--- config.mk ---
export PLATFORM = sky130hd
export DESIGN_NAME = n1_sagu
export DESIGN_NICKNAME = d
export VERILOG_FILES = /design/src/rtl/n1_sagu.sv
export SDC_FILE = /design/constraint.sdc
export NUM_CORES = 1
export LEC_CHECK = 0
export ABC_AREA = 1
export BUFFER_PORTS_ARGS = -buffer_cell sky130_fd_sc_hd__buf_2
export CAP_MARGIN = 20
export CORE_ASPECT_RATIO = 2
export CORE_MARGIN = 1.5
export CORE_UTILIZATION = 38
export DETAILED_ROUTE_END_ITERATION = 6
export PLACE_DENSITY_LB_ADDON = 0.1
export REMOVE_ABC_BUFFERS = 1
export SYNTH_ARGS = -nofsm -noshare
export SYNTH_HDL_FRONTEND = slang
export SYNTH_SLANG_ARGS = --single-unit
--- constraint.sdc ---
create_clock -name clk_i -period 1.6 [get_ports clk_i]
set_input_delay 0.32 -clock clk_i [delete_from_list [all_inputs] [get_ports clk_i]]
set_output_delay 0.32 -clock clk_i [all_outputs]
set_load 0.02 [all_outputs]
--- src/rtl/n1_sagu.sv ---
// N1 stack address generation unit: serialises parameter/return stack push and pop
// requests onto the stack bus and steers the DSP stack-pointer arithmetic.
// Optional stack bounds checking is enabled by defining N1_SAGU_BOUNDS_CHECK_EN.
module n1_sagu #(
    parameter int SP_WIDTH = 12
) (
    input  logic                clk_i,
    input  logic                sync_rst_i,
    output logic                sbus_cyc_o,
    output logic                sbus_stb_o,
    output logic                sbus_we_o,
    output logic [SP_WIDTH-1:0] sbus_adr_o,
    output logic [15:0]         sbus_dat_o,
    input  logic                sbus_ack_i,
    input  logic [15:0]         sbus_dat_i,
    input  logic                prs2sagu_psp_push_i,
    input  logic                prs2sagu_psp_pop_i,
    input  logic                prs2sagu_rsp_push_i,
    input  logic                prs2sagu_rsp_pop_i,
    input  logic [15:0]         prs2sagu_push_data_i,
    output logic                sagu2prs_ack_o,
    output logic [15:0]         sagu2prs_pull_data_o,
    output logic                sagu2dsp_psp_hold_o,
    output logic                sagu2dsp_psp_op_sel_o,
    output logic [SP_WIDTH-1:0] sagu2dsp_psp_offs_o,
    output logic [SP_WIDTH-1:0] sagu2dsp_psp_next_o,
    output logic                sagu2dsp_rsp_hold_o,
    output logic                sagu2dsp_rsp_op_sel_o,
    output logic [SP_WIDTH-1:0] sagu2dsp_rsp_offs_o,
    output logic [SP_WIDTH-1:0] sagu2dsp_rsp_next_o,
    input  logic [SP_WIDTH-1:0] dsp2sagu_psp_i,
    input  logic [SP_WIDTH-1:0] dsp2sagu_rsp_i,
    output logic [3:0]          sagu2excpt_flags_o
);

    typedef enum logic [1:0] {
        ST_INIT,
        ST_IDLE,
        ST_ACCESS,
        ST_DONE
    } state_t;

    // Request kind: bit 1 selects the return stack, bit 0 marks a pop.
    // The kind value doubles as the index of its exception flag.
    localparam logic [1:0] KIND_PS_PUSH = 2'b00;
    localparam logic [1:0] KIND_PS_POP  = 2'b01;
    localparam logic [1:0] KIND_RS_PUSH = 2'b10;
    localparam logic [1:0] KIND_RS_POP  = 2'b11;

    localparam logic [SP_WIDTH-1:0] SP_ONE  = SP_WIDTH'(1);
    localparam logic [SP_WIDTH-1:0] SP_ONES = '1;

    state_t        state_reg;
    state_t        state_next;
    logic [1:0]    kind_reg;
    logic [1:0]    kind_next;
    logic [15:0]   data_reg;
    logic [15:0]   data_next;

    logic [3:0]    req_vec;
    logic          req_any;
    logic [1:0]    sel_kind;
    logic          sel_err;
    logic          bus_done;
    logic [SP_WIDTH-1:0] access_adr;

    assign req_vec  = {prs2sagu_rsp_pop_i, prs2sagu_rsp_push_i,
                       prs2sagu_psp_pop_i, prs2sagu_psp_push_i};
    assign req_any  = |req_vec;
    assign bus_done = (state_reg == ST_ACCESS) && sbus_ack_i;

    always_comb begin
        sel_kind = KIND_PS_PUSH;
        if (req_vec[3]) begin
            sel_kind = KIND_RS_POP;
        end else if (req_vec[2]) begin
            sel_kind = KIND_RS_PUSH;
        end else if (req_vec[1]) begin
            sel_kind = KIND_PS_POP;
        end
    end

    // PS grows upward from 0, RS grows downward from all-ones; pointers name the next free word.
    always_comb begin
        case (kind_reg)
            KIND_PS_PUSH: access_adr = dsp2sagu_psp_i;
            KIND_PS_POP:  access_adr = dsp2sagu_psp_i - SP_ONE;
            KIND_RS_PUSH: access_adr = dsp2sagu_rsp_i;
            default:      access_adr = dsp2sagu_rsp_i + SP_ONE;
        endcase
    end

`ifdef N1_SAGU_BOUNDS_CHECK_EN
    localparam logic [SP_WIDTH:0] FREE_RESET = {1'b1, {SP_WIDTH{1'b0}}};
    localparam logic [SP_WIDTH:0] FREE_ONE   = (SP_WIDTH+1)'(1);

    logic [SP_WIDTH:0] free_reg;
    logic [SP_WIDTH:0] free_next;
    logic [3:0]        flags_reg;
    logic [3:0]        flags_next;
    logic [3:0]        err_vec;

    always_comb begin
        case (sel_kind)
            KIND_PS_POP: sel_err = (dsp2sagu_psp_i == '0);
            KIND_RS_POP: sel_err = (dsp2sagu_rsp_i == SP_ONES);
            default:     sel_err = (free_reg == '0);
        endcase
    end

    assign err_vec = ((state_reg == ST_IDLE) && req_any && sel_err) ?
                     (4'b0001 << sel_kind) : 4'b0000;

    genvar gi;
    generate
        for (gi = 0; gi < 4; gi++) begin : g_flag
            assign flags_next[gi] = flags_reg[gi] | err_vec[gi];
        end
    endgenerate

    always_comb begin
        free_next = free_reg;
        if (bus_done) begin
            free_next = kind_reg[0] ? (free_reg + FREE_ONE) : (free_reg - FREE_ONE);
        end
    end

    always_ff @(posedge clk_i) begin
        if (sync_rst_i) begin
            free_reg  <= FREE_RESET;
            flags_reg <= 4'b0000;
        end else begin
            free_reg  <= free_next;
            flags_reg <= flags_next;
        end
    end

    assign sagu2excpt_flags_o = flags_reg;
`else
    assign sel_err            = 1'b0;
    assign sagu2excpt_flags_o = 4'b0000;
`endif

    always_ff @(posedge clk_i) begin
        if (sync_rst_i) begin
            state_reg <= ST_INIT;
            kind_reg  <= KIND_PS_PUSH;
            data_reg  <= 16'h0000;
        end else begin
            state_reg <= state_next;
            kind_reg  <= kind_next;
            data_reg  <= data_next;
        end
    end

    always_comb begin
        state_next = state_reg;
        kind_next  = kind_reg;
        data_next  = data_reg;
        case (state_reg)
            ST_INIT: begin
                state_next = ST_IDLE;
            end
            ST_IDLE: begin
                if (req_any) begin
                    kind_next  = sel_kind;
                    data_next  = prs2sagu_push_data_i;
                    state_next = sel_err ? ST_DONE : ST_ACCESS;
                end
            end
            ST_ACCESS: begin
                if (sbus_ack_i) begin
                    state_next = ST_IDLE;
                end
            end
            default: begin
                state_next = ST_IDLE;
            end
        endcase
    end

    // Outputs are forced to their quiet values while reset is held, so a late
    // bus acknowledge can never leak through as a request completion.
    always_comb begin
        sbus_cyc_o            = 1'b0;
        sbus_stb_o            = 1'b0;
        sbus_we_o             = 1'b0;
        sbus_adr_o            = '0;
        sbus_dat_o            = 16'h0000;
        sagu2prs_ack_o        = 1'b0;
        sagu2prs_pull_data_o  = 16'h0000;
        sagu2dsp_psp_hold_o   = 1'b1;
        sagu2dsp_psp_op_sel_o = 1'b0;
        sagu2dsp_psp_offs_o   = '0;
        sagu2dsp_psp_next_o   = '0;
        sagu2dsp_rsp_hold_o   = 1'b1;
        sagu2dsp_rsp_op_sel_o = 1'b0;
        sagu2dsp_rsp_offs_o   = '0;
        sagu2dsp_rsp_next_o   = '0;
        if (!sync_rst_i) begin
            case (state_reg)
                ST_INIT: begin
                    sagu2dsp_psp_hold_o   = 1'b0;
                    sagu2dsp_rsp_hold_o   = 1'b0;
                    sagu2dsp_psp_op_sel_o = 1'b1;
                    sagu2dsp_rsp_op_sel_o = 1'b1;
                    sagu2dsp_rsp_next_o   = SP_ONES;
                end
                ST_ACCESS: begin
                    sbus_cyc_o = 1'b1;
                    sbus_stb_o = 1'b1;
                    sbus_we_o  = ~kind_reg[0];
                    sbus_adr_o = access_adr;
                    sbus_dat_o = kind_reg[0] ? 16'h0000 : data_reg;
                    if (sbus_ack_i) begin
                        sagu2prs_ack_o       = 1'b1;
                        sagu2prs_pull_data_o = sbus_dat_i;
                        if (kind_reg[1]) begin
                            sagu2dsp_rsp_hold_o = 1'b0;
                            sagu2dsp_rsp_offs_o = kind_reg[0] ? SP_ONE : SP_ONES;
                        end else begin
                            sagu2dsp_psp_hold_o = 1'b0;
                            sagu2dsp_psp_offs_o = kind_reg[0] ? SP_ONES : SP_ONE;
                        end
                    end
                end
                ST_DONE: begin
                    sagu2prs_ack_o = 1'b1;
                end
                default: begin
                end
            endcase
        end
    end

endmodule

==> out/metrics.yaml <==
outcome:
  status: "finished with violations"
  violations: "design-rule violations, negative setup slack"
finish:
  diodes: 0
  num-nets-final: 615
  area_delta_synth_final_pct: 72.6
  drive_gt1_frac: 0.511
  largest_reg_flops: 16
setup_path:
  slowest_delay_ns: 0.33
  r2r_start: "state_reg[1]$_SDFFE_PP0P_"
  critPathCaptureType: "output port"
  worstPathCellList: "nor2_4 > inv_2 > nor2_4 > inv_2 > nor2_4 > inv_4 > nor2_4 > buf_6 > buf_4"
  cp-start-kind: "register"
  critPathKind: "register to output port"
  critPathSlowestCell: "dfxtp_2"
  crit_arrival_ns: 1.47
  crit_fanout: 7
  crit_family: "buffers and inverters"
  timing.rr.end: "data_reg[5]$_SDFFE_PP0P_"
  crit_required_ns: 1.28
  reg2reg_depth: 5
  critPathMostFrequentCell: "nor2_4"
  critPathBufInv: 5
  regToRegSetupSlack_ns: 0.36
detailed_routing:
  vias_per_cell: 4.62
  drtPass1Iterations: 6
  drcViolationCount: 11
  drt-initial-drc-count: 95
  vias: 2823
  ant_nets: 0
  wl_per_cell_um: 11.4
  wirelength_mm: 6.98
power_and_ir_drop:
  ir_worst_vdd_mv: 0.557
  powerDensity_nw_per_um2: 535
  p_comb_frac: 0.491
  power.switching_uw: 783
  p_leak_nw: 2.00
  pwr-share-seq: 0.275
  p_sw_frac: 0.368
  p_int_mw: 1.34
  p_total_mw: 2.13
  pwr-share-clk: 0.234
worst_hold_path:
  hold_start: "prs2sagu_push_data_i[3]"
  hold_depth: 3
  min_to: "data_reg[3]$_SDFFE_PP0P_"
  hold_class: "input pin to register"
flow_run:
  maxCapViolations: 0
grt:
  grt_overflow_total: 0
  met3_usage: 0.0320
  grt_pass1_wl_mm: 10.5
  top_usage_layer: "met2"
  grt_antenna_before_repair: 0
  grt_start_max_net_pins: 33
  grt_usage: 0.195
  use_met1: 0.279
  gr-usage-met2: 0.311
  grt_pass1_vias: 2399
timing:
  rsz0062_at_grt: "true"
  layout_setup_ws_ns: -0.191
  slew_violations: 0
  min_period_ns: 1.79
  setup_viol: 71
  clock_skew_ns: 0.00130
  hold_viol: 0
  clock.fmax_ghz: 0.558
  min_period_over_period: 1.12
cts:
  cts_tree: "built"
  cts.sinks: 20
  clk_pin_slew_worst_paths_ns: 0.05
  cts_root_buffer: "clkbuf_16"
  holdBufCountCts: 0
  worstSkewPairLatency_ns: 0.25
  cts_max_path_buffers: 2
  cts_buffers: 3
  h-tree-depth: 1
yosys:
  synth_area_um2: 2300
  yosysSeqAreaShare: 0.174
  ys_warn_count: 0
  synth-seq-cells: 20
  synth.avg_cell_area_um2: 5.96
  ys_types: 30
  synthCells: 386
placement:
  pre_cts_slack_ns: -0.219
  gp_congestion: 0.828
  io_buffers: 150
  hpwl_mm: 5.12
floorplanning:
  core-area_um2: 5910
  rows: 40
  die_area_um2: 6560
  start_util: 0.390
  die_h_um: 113
  fp.dieW_um: 58.0
  io_pins: 167
placed cells by master, fill, tap and decap left out, types with 2 or more instances in the layout:
cell / instances
nand2_1: 40
o21ai_0: 12
a211oi_1: 18
dfxtp_4: 2
a21oi_2: 3
nand3_1: 17
a21oi_1: 13
o211ai_1: 2
conb_1: 16
buf_2: 63
a31oi_1: 3
dfxtp_1: 17
buf_6: 48
inv_2: 5
nand2_4: 4
nor2_4: 24
nor2_2: 7
nor3_1: 2
ha_4: 2
inv_1: 55
o21ai_1: 8
a221oi_2: 2
o21ai_2: 4
nand3_2: 2
nand2_2: 7
nor2_1: 58
a221oi_1: 2
buf_12: 4
inv_4: 4
buf_4: 89
clkbuf_16: 3
repair_timing:
item,CTS,global route
buffers inserted,3,4
pin swaps,11,19
setup endpoints to repair,87,87
cloned,2,1
gates resized for setup,102,123
worst max path at each step:
stage / startpoint / endpoint / slack (ns) / depth (start not counted)
global placement: dsp2sagu_rsp_i[0] / sbus_adr_o[6] / -0.19 / 10
global route: state_reg[0]$_SDFFE_PP0P_ / sagu2dsp_rsp_offs_o[9] / -0.26 / 9
floorplan: state_reg[0]$_SDFFE_PP0P_ / sagu2dsp_psp_hold_o / -3.35 / 4
detailed placement: dsp2sagu_rsp_i[0] / sbus_adr_o[10] / -0.22 / 11
finish: state_reg[0]$_SDFFE_PP0P_ / sagu2dsp_rsp_offs_o[6] / -0.19 / 9
CTS: state_reg[0]$_SDFFE_PP0P_ / sagu2dsp_rsp_offs_o[8] / -0.23 / 9
power by group through the flow:
| stage | Combinational [mW] | Clock (mW) | Sequential [mW] |
|---|---|---|---|
| floorplan | 0.449 | 0 | 0.593 |
| global placement | 0.825 | 0 | 0.585 |
| detailed placement | 0.826 | 0 | 0.587 |
| CTS | 0.904 | 0.514 | 0.580 |
| global route | 1.13 | 0.547 | 0.590 |
| finish | 1.04 | 0.498 | 0.584 |
layer usage:
| metal | vias up | wire length [um] |
|---|---|---|
| met5 | - | 0 |
| li1 | 1491 | - |
| met3 | 2 | 444 |
| met2 | 105 | 3460 |
| met4 | 0 | 26 |
| met1 | 1225 | 3050 |
stage by stage:
stage	std cells	setup TNS [ns]	util	hold slack, ns	area (um^2)
floorplan	340	-118.79	-	0.389	1920
finish	611	-9.12	0.673	0.347	3970
global placement	599	-4.73	0.533	0.452	3150
detailed placement	599	-5.04	0.533	0.458	3150
global route	611	-14.87	0.673	0.353	3970
CTS	606	-12.09	0.601	0.341	3550
tightest hold or removal path, stage by stage:
cell      delay [ns]
buf_2           0.09
nor2_1          0.09
a211oi_1        0.04
cells in the mapped netlist (all sizes together):
library cell,count,area (um^2)
nand3b,1,7.51
ha,2,25.0
nand3,19,95.1
dfxtp,20,400
nor3,3,15.0
clkbuf,2,7.51
xor2,1,8.76
a21oi,16,80.1
o21ai,25,125
conb,1,3.75
a211oi,18,135
a21o,1,7.51
inv,65,244
buf,59,427
a221oi,4,35.0
nand2,51,194
a31oi,3,18.8
clkinv,1,3.75
o21bai,1,7.51
nor2,89,432
o211ai,2,15.0
or2,1,6.26
o221ai,1,8.76
cell families (layout without fill, tap and decap cells):
| kind of cell | Yosys count | after routing | synth area share |
|---|---|---|---|
| AOI/OAI and AO/OA | 71 | 71 | 0.188 |
| xor gates and xnor gates | 1 | 1 | 0.00381 |
| adders and majority gates | 2 | 2 | 0.0109 |
| buffers and inverters | 127 | 274 | 0.296 |
| DFF | 20 | 20 | 0.174 |
| other | 1 | 16 | 0.00163 |
| and+or+nand+nor | 164 | 164 | 0.326 |
final cells by class:
| type | count | area, um^2 |
|---|---|---|
| Timing Repair Buffer | 205 | 1620 |
| Fill cell | 545 | 1930 |
| Inverter | 66 | 263 |
| Tap cell | 63 | 78.8 |
| Multi-Input combinational cell | 254 | 1530 |
| Clock buffer | 3 | 75.1 |
| Sequential cell | 20 | 409 |
No activity file was read; power rests on OpenSTA's default activity.
